===== src/rtl/meta_pkg.sv =====
// Shared definitions for the metadata streamer: FSM states, table layout,
// record command codes and the ROM image builder.
package meta_pkg;

   typedef enum logic [1:0] {
      StIdle,
      StSend,
      StPoll,
      StDone
   } meta_state_e;

   localparam int unsigned MaxTables = 4;

   localparam logic [7:0] CmdDeviceName = 8'h01;
   localparam logic [7:0] CmdFwVersion  = 8'h02;
   localparam logic [7:0] CmdSampleMem  = 8'h21;
   localparam logic [7:0] CmdSampleRate = 8'h23;
   localparam logic [7:0] CmdProbeCount = 8'h40;
   localparam logic [7:0] CmdProtocol   = 8'h41;

   localparam logic [31:0] DeviceName = "MSTR";
   localparam logic [31:0] FwVersion  = "1.02";
   localparam logic [31:0] SampleMem  = 32'h0000_1000;
   localparam logic [31:0] SampleRate = 32'h05F5_E100;
   localparam logic [7:0]  ProbeCount = 8'h20;
   localparam logic [7:0]  Protocol   = 8'h02;
   localparam logic [31:0] TrigName   = "TRIG";
   localparam logic [7:0]  TrigStages = 8'h04;
   localparam logic [7:0]  TrigModes  = 8'h01;

   // Tables 2 and 3 are intentionally empty.
   localparam int unsigned TableBase [MaxTables] = '{0, 32, 0, 0};
   localparam int unsigned TableLen  [MaxTables] = '{27, 11, 0, 0};

   function automatic int unsigned table_base(int unsigned t);
      int unsigned r;
      case (t)
         0:       r = TableBase[0];
         1:       r = TableBase[1];
         2:       r = TableBase[2];
         3:       r = TableBase[3];
         default: r = 0;
      endcase
      return r;
   endfunction

   function automatic int unsigned table_len(int unsigned t);
      int unsigned r;
      case (t)
         0:       r = TableLen[0];
         1:       r = TableLen[1];
         2:       r = TableLen[2];
         3:       r = TableLen[3];
         default: r = 0;
      endcase
      return r;
   endfunction

   // Byte k of a 4-byte field, most significant first.
   function automatic logic [7:0] word_byte(logic [31:0] w, int unsigned k);
      return w[8*(3-k) +: 8];
   endfunction

   function automatic logic [7:0] table0_byte(int unsigned o);
      logic [7:0] b;
      if (o == 0)        b = CmdDeviceName;
      else if (o <= 4)   b = word_byte(DeviceName, o - 1);
      else if (o == 5)   b = 8'h00;
      else if (o == 6)   b = CmdFwVersion;
      else if (o <= 10)  b = word_byte(FwVersion, o - 7);
      else if (o == 11)  b = 8'h00;
      else if (o == 12)  b = CmdSampleMem;
      else if (o <= 16)  b = word_byte(SampleMem, o - 13);
      else if (o == 17)  b = CmdSampleRate;
      else if (o <= 21)  b = word_byte(SampleRate, o - 18);
      else if (o == 22)  b = CmdProbeCount;
      else if (o == 23)  b = ProbeCount;
      else if (o == 24)  b = CmdProtocol;
      else if (o == 25)  b = Protocol;
      else               b = 8'h00;
      return b;
   endfunction

   function automatic logic [7:0] table1_byte(int unsigned o);
      logic [7:0] b;
      if (o == 0)       b = CmdDeviceName;
      else if (o <= 4)  b = word_byte(TrigName, o - 1);
      else if (o == 5)  b = 8'h00;
      else if (o == 6)  b = CmdProbeCount;
      else if (o == 7)  b = TrigStages;
      else if (o == 8)  b = CmdProtocol;
      else if (o == 9)  b = TrigModes;
      else              b = 8'h00;
      return b;
   endfunction

   // Offsets wrap below a table's base, so a single unsigned compare bounds both ends.
   function automatic logic [7:0] rom_init(int unsigned a);
      int unsigned o0;
      int unsigned o1;
      logic [7:0]  b;
      o0 = a - TableBase[0];
      o1 = a - TableBase[1];
      b  = 8'h00;
      if (o0 < TableLen[0])      b = table0_byte(o0);
      else if (o1 < TableLen[1]) b = table1_byte(o1);
      return b;
   endfunction

endpackage


===== src/rtl/meta_rom.sv =====
// Asynchronous-read metadata ROM; image comes from meta_pkg, unused words are zero.
module meta_rom
   import meta_pkg::*;
#(
   parameter int unsigned ROM_DEPTH  = 128,
   parameter int unsigned DATA_WIDTH = 8
) (
   input  logic [$clog2(ROM_DEPTH)-1:0] addr_i,
   output logic [DATA_WIDTH-1:0]        data_o
);

   logic [DATA_WIDTH-1:0] mem [ROM_DEPTH];

   for (genvar i = 0; i < ROM_DEPTH; i++) begin : g_word
      assign mem[i] = DATA_WIDTH'(rom_init($unsigned(i)));
   end

   assign data_o = mem[addr_i];

endmodule


===== src/rtl/meta_streamer.sv =====
// Streams one selected metadata table to a transmitter, one word per handshake,
// with a guard window after each write before the transmitter's idle flag is trusted.
module meta_streamer
   import meta_pkg::*;
#(
   parameter int unsigned ROM_DEPTH    = 128,
   parameter int unsigned NUM_TABLES   = 2,
   parameter int unsigned DATA_WIDTH   = 8,
   parameter int unsigned GUARD_CYCLES = 1,
   localparam int unsigned TselW = (NUM_TABLES > 1) ? $clog2(NUM_TABLES) : 1
) (
   input  logic                  clock,
   input  logic                  extReset_n,
   input  logic                  query_metadata,
   input  logic [TselW-1:0]      table_sel,
   input  logic                  xmit_idle,
   input  logic                  abort,
   output logic                  writeMeta,
   output logic [DATA_WIDTH-1:0] meta_data,
   output logic                  busy,
   output logic                  done
);

   localparam int unsigned AddrW   = $clog2(ROM_DEPTH);
   localparam int unsigned IdxW    = AddrW + 1;
   localparam int unsigned NumChk  = (NUM_TABLES < MaxTables) ? NUM_TABLES : MaxTables;

   if (ROM_DEPTH < 64 || ROM_DEPTH > 1024 || (ROM_DEPTH & (ROM_DEPTH - 1)) != 0) begin : g_bad_depth
      $error("meta_streamer: ROM_DEPTH must be a power of two in 64..1024");
   end
   if (NUM_TABLES < 1 || NUM_TABLES > MaxTables) begin : g_bad_tables
      $error("meta_streamer: NUM_TABLES must be 1..4");
   end
   if (GUARD_CYCLES > 3) begin : g_bad_guard
      $error("meta_streamer: GUARD_CYCLES must be 0..3");
   end
   for (genvar t = 0; t < NumChk; t++) begin : g_tbl_chk
      if (TableBase[t] + TableLen[t] > ROM_DEPTH) begin : g_overflow
         $error("meta_streamer: table %0d runs past the end of the ROM", t);
      end
   end

   function automatic logic [IdxW-1:0] tbl_len(logic [TselW-1:0] t);
      if (32'(t) >= NUM_TABLES) return '0;
      return IdxW'(table_len(32'(t)));
   endfunction

   function automatic logic [IdxW-1:0] tbl_base(logic [TselW-1:0] t);
      if (32'(t) >= NUM_TABLES) return '0;
      return IdxW'(table_base(32'(t)));
   endfunction

   meta_state_e      state_q, state_d;
   logic [TselW-1:0] tbl_q, tbl_d;
   logic [IdxW-1:0]  idx_q, idx_d;
   logic [1:0]       guard_q, guard_d;
   logic             pend_q, pend_d;

   logic [IdxW-1:0]       cur_len;
   logic [IdxW-1:0]       sel_len;
   logic [IdxW-1:0]       addr_full;
   logic [DATA_WIDTH-1:0] rom_data;

   assign cur_len   = tbl_len(tbl_q);
   assign sel_len   = tbl_len(table_sel);
   assign addr_full = tbl_base(tbl_q) + idx_q;

   meta_rom #(
      .ROM_DEPTH  (ROM_DEPTH),
      .DATA_WIDTH (DATA_WIDTH)
   ) u_rom (
      .addr_i (addr_full[AddrW-1:0]),
      .data_o (rom_data)
   );

   // One past the last word of a table ending at ROM_DEPTH must not alias address 0.
   assign meta_data = addr_full[AddrW] ? '0 : rom_data;

   always_comb begin
      state_d   = state_q;
      tbl_d     = tbl_q;
      idx_d     = idx_q;
      guard_d   = guard_q;
      pend_d    = pend_q;
      writeMeta = 1'b0;
      done      = 1'b0;
      busy      = (state_q != StIdle);

      if (state_q != StIdle && abort) begin
         state_d = StIdle;
      end else begin
         case (state_q)
            StIdle: begin
               if ((query_metadata || pend_q) && xmit_idle) begin
                  tbl_d   = table_sel;
                  idx_d   = '0;
                  guard_d = '0;
                  pend_d  = 1'b0;
                  state_d = (sel_len == '0) ? StDone : StSend;
               end else if (query_metadata) begin
                  pend_d = 1'b1;
               end
            end
            StSend: begin
               writeMeta = 1'b1;
               idx_d     = idx_q + IdxW'(1);
               guard_d   = '0;
               state_d   = StPoll;
            end
            StPoll: begin
               if (guard_q != 2'(GUARD_CYCLES)) begin
                  guard_d = guard_q + 2'd1;
               end else if (xmit_idle) begin
                  state_d = (idx_q == cur_len) ? StDone : StSend;
               end
            end
            StDone: begin
               done    = 1'b1;
               state_d = StIdle;
            end
            default: state_d = StIdle;
         endcase
      end
   end

   always_ff @(posedge clock) begin
      if (!extReset_n) begin
         state_q <= StIdle;
         tbl_q   <= '0;
         idx_q   <= '0;
         guard_q <= '0;
         pend_q  <= 1'b0;
      end else begin
         state_q <= state_d;
         tbl_q   <= tbl_d;
         idx_q   <= idx_d;
         guard_q <= guard_d;
         pend_q  <= pend_d;
      end
   end

endmodule


===== config.mk =====
export PLATFORM = sky130hd
export DESIGN_NAME = meta_streamer
export DESIGN_NICKNAME = d
export VERILOG_FILES = /design/src/rtl/meta_pkg.sv /design/src/rtl/meta_rom.sv /design/src/rtl/meta_streamer.sv
export SDC_FILE = /design/constraint.sdc
export NUM_CORES = 1
export LEC_CHECK = 0
export BUFFER_PORTS_ARGS = -buffer_cell sky130_fd_sc_hd__buf_2
export CAP_MARGIN = 0
export CORE_MARGIN = 3
export CORE_UTILIZATION = 40
export CTS_CLUSTER_DIAMETER = 40
export CTS_CLUSTER_SIZE = 14
export DETAILED_ROUTE_END_ITERATION = 10
export SYNTH_ARGS = -nofsm -noshare
export SYNTH_HDL_FRONTEND = slang
export SYNTH_SLANG_ARGS = --single-unit
export TNS_END_PERCENT = 100

===== constraint.sdc =====
create_clock -name clock -period 2.31 [get_ports clock]
set_input_delay 0.1155 -clock clock [delete_from_list [all_inputs] [get_ports clock]]
set_output_delay 0.1155 -clock clock [all_outputs]
set_load 0.01 [all_outputs]

==> impl_metrics.env, run 1 <==
export IMPL_holdCritStartpoint="table_sel"
export IMPL_ctsLongestPathBuffers=2
export IMPL_critPathCaptureType="primary output"
export IMPL_drc=0
export IMPL_worst_ep_required_time_ps=2190
export IMPL_finalHoldViolCount=0
export IMPL_antennaDiodeCount=0
export IMPL_reg2reg_from="idx_q[1]$_SDFFE_PN0P_"
export IMPL_clkPwrFrac_pct=32.2
export IMPL_internal_power_uw=399
export IMPL_fmax_mhz=461
export IMPL_root_buffer="clkbuf_4"
export IMPL_drt_iter0_drc=135
export IMPL_final_nets=198
export IMPL_ys_ff_latch=14
export IMPL_async_flop_share_pct=0
export IMPL_syn_nets=186
export IMPL_finalSetupTns_ps=0
export IMPL_grt_pass1_wl_mm=5.64
export IMPL_die_h_um=62.7
export IMPL_worstMarginPinSlew_ps=563
export IMPL_cts_htree_levels=1
export IMPL_synthCells=171
export IMPL_hold_class="input port to flop"
export IMPL_synth_main_ff_cell="dfxtp_1"
export IMPL_p_switching_uw=171
export IMPL_grt_pass1_vias=1213
export IMPL_sw_frac_of_total_pct=30.1
export IMPL_critical_path_arrival_ps=2050
export IMPL_postCtsSetupBuffers=0
export IMPL_cp_max_fo=9
export IMPL_clock_sinks=14
export IMPL_synth_top_cells_by_area="dfxtp_1 22%, ha_1 8.8%, a21oi_1 6.2%"
export IMPL_rows=19
export IMPL_slew_headroom_pct=62.2
export IMPL_grt_use_met3_pct=2.34
export IMPL_grt_overflow_total=0
export IMPL_met2_usage_pct=28.2
export IMPL_p_per_area_nw_per_um2=399
export IMPL_yosysTopAreaCell="dfxtp_1"
export IMPL_finalMaxSlewViolations=0
export IMPL_setup_viol=0
export IMPL_cts_tree="yes"
export IMPL_die_w_um=62.7
export IMPL_seq_power_share_pct=46.2
export IMPL_top_usage_layer="met2"
export IMPL_hpwl_mm=2.33
export IMPL_rsz0062_at_grt="no"
export IMPL_p_comb_share_pct=21.5
export IMPL_wl_per_cell_um=14.2
export IMPL_grt_total_usage_pct=17.2
export IMPL_vias=1310
export IMPL_grt_max_degree=27
export IMPL_routed_wl_mm=3.18
export IMPL_yosys_warnings=0
export IMPL_die_area_um2=3930
export IMPL_drt_pass1_iter_count=5
export IMPL_ir_drop_mv=0.356
export IMPL_crit_type="flop to primary output"
export IMPL_syn_area_um2=1280
export IMPL_drtAntennaViolNets=0
export IMPL_ys_types=55
export IMPL_fin_crit_sh_pct=93.9
export IMPL_maxCapViolCount=0
export IMPL_start_util_pct=44.3
export IMPL_min_period_ps=2170
export IMPL_synth_edf_count=0
export IMPL_finClkSkew_ps=10.7
export IMPL_antenna_found_initial=0
export IMPL_cts_hold_buf=0
export IMPL_status="completed"
export IMPL_clk_transition_reported_paths_ps=100
export IMPL_numCtsBuffers=3
export IMPL_synth_top_area_share_pct=21.8
export IMPL_core_um2=2900
export IMPL_ys_seq_area_share_pct=21.8
export IMPL_globalplace_congestion=0.967
export IMPL_avgSynthCellArea_um2=7.51
export IMPL_p_leak_uw=0.000548
export IMPL_pin_count=17
export IMPL_syn_to_final_growth_pct=11.1
export IMPL_drive_gt1_share_pct=20.3
export IMPL_io_buffers=16
export IMPL_crit_start="idx_q[1]$_SDFFE_PN0P_"
export IMPL_final_cell_mix="16 x nor2_1, 16 x a21oi_1, 16 x buf_2, 11 x dfxtp_1, 10 x o21ai_0"
export IMPL_met1_usage_pct=22.0
export IMPL_start_kind="flop"
export IMPL_post_route_util_pct=49.2
export IMPL_clock_latency_ps=290
export IMPL_detail_route_vias_per_cell=5.85
## cell families (layout without fill, tap and decap cells)
| logic type | Yosys count | in the layout | synth area share (%) |
|---|---|---|---|
| compound gates | 53 | 53 | 26.4 |
| xor+xnor | 3 | 3 | 2.05 |
| fa+ha+maj | 9 | 9 | 8.76 |
| buf+inv | 20 | 31 | 7.01 |
| flops | 14 | 14 | 21.8 |
| mux | 7 | 7 | 5.94 |
| simple gates | 65 | 65 | 28.0 |
## path summary, 6_finish.rpt
kind,to,slack (ps),depth (start not counted)
max,meta_data[6],140,7
min,tbl_q$_SDFFE_PN0P_,60,3
max reg2reg,idx_q[1]$_SDFFE_PN0P_,590,5
min reg2reg,pend_q$_SDFFE_PN0P_,510,2
## registers in the layout, indices dropped and copies added, names as in the netlist
name     flops
pend_q       1
idx_q        8
tbl_q        1
guard_q      2
state_q      2
## synth_stat cells (3+ instances only)
master,n
a21oi_1,16
nor2_1,16
dfxtp_1,14
o21ai_0,10
ha_1,9
nand2_1,9
clkbuf_1,6
inv_1,6
mux2i_1,5
nand2b_1,5
nand3_1,4
or4_1,4
a211oi_1,3
a21boi_0,3
nand4_1,3
nor2b_1,3
nor3_1,3
o22ai_1,3
or2_2,3
or3_1,3
## critical path: stages, from the launching register on
cell	delay, ps
dfxtp_2	440
inv_2	90
ha_1	200
or2_2	290
a211oi_1	290
o22ai_1	150
a21oi_1	170
buf_2	150
## area by class of cell
class	count	area [um^2]
Sequential cell	14	287
Tap cell	42	52.6
Inverter	8	32.5
Timing Repair Buffer	19	103
Fill cell	311	1470
Clock buffer	4	36.3
Multi-Input combinational cell	137	917
## layer usage
metal	wire, um	vias up
met4	78	0
li1	-	652
met1	1440	596
met3	172	12
met5	0	-
met2	1480	50
## power by group through the flow
| stage | clock [uW] | sequential [uW] | combinational [uW] |
|---|---|---|---|
| 2_1_floorplan | 0 | 259 | 99.1 |
| 3_3_place_gp | 0 | 268 | 119 |
| 3_5_place_dp | 0 | 269 | 121 |
| 4_1_cts | 186 | 264 | 122 |
| 5_1_grt | 196 | 265 | 137 |
| 6_report | 184 | 264 | 123 |
## repair_timing
| item | CTS | global route |
|---|---|---|
| endpoints found under the hold margin | 0 | 0 |
| endpoints found under the setup margin | 1 | 4 |
| resized for setup | 1 | 4 |
## through the flow
stage / cells / hold WS [ps] / power (uW) / setup WS, ps / instance area [um^2]
3_3_place_gp: 220 / 368 / 387 / 419 / 1380
5_1_grt: 224 / 63.7 / 598 / 4.39 / 1430
4_1_cts: 224 / 59.1 / 571 / 55.5 / 1420
2_1_floorplan: 171 / 237 / 358 / 531 / 1280
3_5_place_dp: 220 / 375 / 390 / 336 / 1380
6_report: 224 / 61.6 / 570 / 141 / 1430
(Power assumes the default switching activity.)
==> inputs of run 2 (changes only) <==
- MAX_ROUTING_LAYER: default -> met4
==> impl_metrics.env, run 2 (same netlist as run 1, synthesis figures left out) <==
export IMPL_wl_per_cell_um=14.1
export IMPL_final_nets=198
export IMPL_cpMaxStageDelayCell="dfxtp_1"
export IMPL_final_cell_mix="16 x nor2_1, 16 x a21oi_1, 16 x buf_2, 11 x dfxtp_1, 10 x o21ai_0"
export IMPL_path_cells="ha_2 -> or2_2 -> a311oi_1 -> o21bai_1 -> a21oi_1 -> buf_2"
export IMPL_largestRegisters="idx_q (8), guard_q (2), state_q (2)"
export IMPL_start_util_pct=44.3
export IMPL_die_h_um=62.7
export IMPL_place_ws_ps=388
export IMPL_vias=1299
export IMPL_antennaDiodeCount=0
export IMPL_finClkSkew_ps=4.41
export IMPL_pin_count=17
export IMPL_root_buffer="clkbuf_4"
export IMPL_cp_num_buf_inv=1
export IMPL_antenna_found_initial=0
export IMPL_critPathCaptureType="primary output"
export IMPL_fmax_mhz=465
export IMPL_io_buffers=16
export IMPL_cp_slowest_stage_delay_ps=400
export IMPL_syn_to_final_growth_pct=9.83
export IMPL_drive_gt1_share_pct=19.9
export IMPL_grt_overflow_total=0
export IMPL_slew_headroom_pct=62.3
export IMPL_top_register="idx_q"
export IMPL_grt_total_usage_pct=16.6
export IMPL_finalSetupTns_ps=0
export IMPL_ir_drop_mv=0.291
export IMPL_grt_pass1_wl_mm=5.31
export IMPL_status="completed"
export IMPL_worst_ep_required_time_ps=2190
export IMPL_drt_iter0_drc=132
export IMPL_cp_max_fo=10
export IMPL_detail_route_vias_per_cell=5.83
export IMPL_rows=19
export IMPL_crit_family="compound AO/OA/AOI/OAI gates"
export IMPL_setup_viol=0
export IMPL_clock_sinks=14
export IMPL_p_per_area_nw_per_um2=374
export IMPL_drtAntennaViolNets=0
export IMPL_numCtsBuffers=3
export IMPL_p_leak_uw=0.000541
export IMPL_cts_htree_levels=1
export IMPL_ctsLongestPathBuffers=2
export IMPL_grt_pass1_vias=1198
export IMPL_drt_pass1_iter_count=4
export IMPL_routed_wl_mm=3.14
export IMPL_setup_ws_ps=161
export IMPL_crit_type="flop to primary output"
export IMPL_hold_class="input port to flop"
export IMPL_min_period_ps=2150
export IMPL_clk_transition_reported_paths_ps=80
export IMPL_drc=0
export IMPL_maxCapViolCount=0
export IMPL_rsz0062_at_grt="no"
export IMPL_start_kind="flop"
export IMPL_finalMaxSlewViolations=0
export IMPL_worstMarginPinSlew_ps=562
export IMPL_fin_crit_sh_pct=93.0
export IMPL_cts_tree="yes"
export IMPL_critical_path_arrival_ps=2030
export IMPL_globalplace_congestion=0.978
export IMPL_clock_latency_ps=290
export IMPL_finalHoldViolCount=0
export IMPL_hpwl_mm=2.35
export IMPL_grt_max_degree=22
export IMPL_core_um2=2900
export IMPL_die_w_um=62.7
export IMPL_largest_reg_flops=8
export IMPL_die_area_um2=3930
-- run 2: cell count changes in the layout (fill, tap and decap cells not counted), sizes merged --
cell / change
clkbuf: -1
-- run 2: tightest hold or removal path, delay by kind of cell --
family                 cells  cell delay [ps]
buffers and inverters      1              100
AOI/OAI and AO/OA          1               60
and+or+nand+nor            1               50
-- run 2: area by class of cell --
type | instances | area, um^2
Clock buffer | 3 | 22.5
Inverter | 8 | 32.5
Tap cell | 42 | 52.6
Fill cell | 305 | 1490
Sequential cell | 14 | 284
Timing Repair Buffer | 19 | 103
Multi-Input combinational cell | 137 | 917
-- run 2: repair_timing --
item,in CTS,in global routing
resized for setup,0,4
endpoints found under the setup margin,0,2
hold buffers,0,0
buffers inserted,0,0
-- run 2: final timing paths --
kind / end / slack (ps) / cells past startpoint / startpoint
hold / removal: tbl_q$_SDFFE_PN0P_ / 80 / 3 / table_sel
hold reg to reg: idx_q[7]$_SDFFE_PN0P_ / 520 / 2 / idx_q[7]$_SDFFE_PN0P_
setup / recovery: meta_data[1] / 160 / 6 / tbl_q$_SDFFE_PN0P_
setup reg to reg: idx_q[1]$_SDFFE_PN0P_ / 590 / 5 / idx_q[0]$_SDFFE_PN0P_
-- run 2: metrics by stage --
stage / utilization [%] / total power, uW / std cells / hold WS, ps / instance area (um^2)
after CTS: 48.4 / 526 / 223 / 89.7 / 1410
after global routing: 48.7 / 557 / 223 / 98.2 / 1410
after detailed placement: 47.7 / 390 / 220 / 387 / 1380
after floorplan: - / 358 / 171 / 237 / 1280
after global placement: 47.7 / 387 / 220 / 370 / 1380
final: 48.7 / 528 / 223 / 80.1 / 1410
-- run 2: layer usage --
layer	vias up	GRT usage, %	part of all wire (%)
met3	6	1.62	3.4
li1	647	-	-
met4	0	7.16	2.1
met1	609	19.5	46
met2	37	28.6	49
met5	-	-	0
-- run 2: power breakdown --
group	switching (uW)	total [uW]	internal (uW)
registers	14.7	264	249
clock network	81.8	142	60.7
logic	67.4	122	54.1
==> inputs of run 3 (changes only) <==
- CORE_MARGIN: 3 -> default
==> impl_metrics.env, run 3 (same netlist as run 1, synthesis figures left out) <==
export IMPL_status="completed"
export IMPL_grt_total_usage_pct=19.6
export IMPL_syn_to_final_growth_pct=11.0
export IMPL_final_nets=198
export IMPL_drt_pass1_iter_count=4
export IMPL_numCtsBuffers=3
export IMPL_final_area_um2=1430
export IMPL_die_h_um=58.7
export IMPL_drive_gt1_share_pct=19.8
export IMPL_start_util_pct=42.1
export IMPL_p_leak_uw=0.000548
export IMPL_rows=20
export IMPL_fillerInstances=324
export IMPL_finClkSkew_ps=3.80
export IMPL_post_route_util_pct=46.7
export IMPL_die_area_um2=3440
export IMPL_worstMarginPinSlew_ps=603
export IMPL_fin_crit_sh_pct=94.3
export IMPL_multiInputGateArea_um2=917
export IMPL_hpwl_mm=2.27
export IMPL_postCtsSetupBuffers=0
export IMPL_ctsLongestPathBuffers=2
export IMPL_grt_pass1_vias=1037
export IMPL_grt_pass1_wl_mm=5.00
export IMPL_finalMaxSlewViolations=0
export IMPL_p_per_area_nw_per_um2=398
export IMPL_largest_reg_flops=8
export IMPL_detail_route_vias_per_cell=5.54
export IMPL_whs_ps=89.8
export IMPL_antennaDiodeCount=0
export IMPL_antenna_found_initial=0
export IMPL_top_register="idx_q"
export IMPL_drc=0
export IMPL_vias=1251
export IMPL_globalplace_congestion=0.873
export IMPL_min_period_ps=2180
export IMPL_cts_htree_levels=1
export IMPL_final_cell_mix="16 x nor2_1, 16 x a21oi_1, 16 x buf_2, 12 x dfxtp_1, 10 x o21ai_0"
export IMPL_pin_count=17
export IMPL_critPathCaptureType="primary output"
export IMPL_finalHoldViolCount=0
export IMPL_maxCapViolCount=0
export IMPL_seq_area_um2=283
export IMPL_worst_ep_required_time_ps=2190
export IMPL_dpl_cell_area_um2=1390
export IMPL_cts_hold_buf=0
export IMPL_ir_drop_mv=0.300
export IMPL_clk_transition_reported_paths_ps=90
export IMPL_crit_type="flop to primary output"
export IMPL_die_w_um=58.7
export IMPL_root_buffer="clkbuf_4"
export IMPL_setup_viol=0
export IMPL_hold_depth=3
export IMPL_largestRegisters="idx_q (8), guard_q (2), state_q (2)"
export IMPL_core_um2=3050
export IMPL_drt_iter0_drc=49
export IMPL_grt_max_degree=27
export IMPL_place_ws_ps=377
export IMPL_clock_sinks=14
export IMPL_grt_overflow_total=0
export IMPL_critical_path_arrival_ps=2060
export IMPL_drtAntennaViolNets=0
export IMPL_start_kind="flop"
export IMPL_cts_tree="yes"
export IMPL_rsz0062_at_grt="no"
export IMPL_routed_wl_mm=3.15
export IMPL_hold_class="input port to flop"
export IMPL_clock_latency_ps=280
export IMPL_io_buffers=16
export IMPL_slew_headroom_pct=59.5
export IMPL_fmax_mhz=459
export IMPL_setup_ws_ps=131
export IMPL_reg2regPathDepth=5
export IMPL_finalSetupTns_ps=0
export IMPL_wl_per_cell_um=13.9
export IMPL_cp_max_fo=9
==> run 3: worst paths after layout <==
kind                               from                    end  slack, ps
hold / removal           query_metadata    pend_q$_SDFFE_PN0P_         90
setup reg to reg  idx_q[1]$_SDFFE_PN0P_  idx_q[1]$_SDFFE_PN0P_        520
setup / recovery  idx_q[1]$_SDFFE_PN0P_           meta_data[0]        130
hold reg to reg     pend_q$_SDFFE_PN0P_    pend_q$_SDFFE_PN0P_        510
==> run 3: area by class of cell <==
cell class,count,share of cell area (%)
Clock buffer,4,2.54
Inverter,8,2.28
Multi-Input combinational cell,137,64.3
Sequential cell,14,19.8
Tap cell,44,3.86
Timing Repair Buffer,19,7.19
==> run 3: stage by stage <==
| stage | total power, uW | instances |
|---|---|---|
| 2_1_floorplan | 358 | 171 |
| 3_3_place_gp | 389 | 222 |
| 3_5_place_dp | 391 | 222 |
| 4_1_cts | 567 | 226 |
| 5_1_grt | 597 | 226 |
| 6_report | 568 | 226 |
==> run 3: worst max-delay path, cell delays in order, from the launching register on <==
cell and delay [ps]:
dfxtp_1 510, inv_2 120, ha_1 210, or2_2 280, a21oi_1 220, a2bb2oi_1 200
a21o_1 130, buf_2 120
==> run 3: power by group <==
part | switching, uW | leakage [uW] | internal [uW]
clock network | 84.3 | 0.0000210 | 96.0
registers | 14.6 | 0.000114 | 249
logic | 69.6 | 0.000412 | 54.2
==> run 3: metal layers <==
metal / vias up / track usage [%] / share of wire (%)
li1: 651 / - / -
met1: 566 / 26.6 / 51
met2: 29 / 29.6 / 45
met3: 5 / 3.08 / 3.1
met4: 0 / 6.46 / 0.92
met5: - / - / 0
==> run 3: timing repair <==
| action | in CTS | in global routing |
|---|---|---|
| resized for setup | 0 | 3 |
| setup endpoints to repair | 0 | 5 |
| hold endpoints to repair | 0 | 0 |
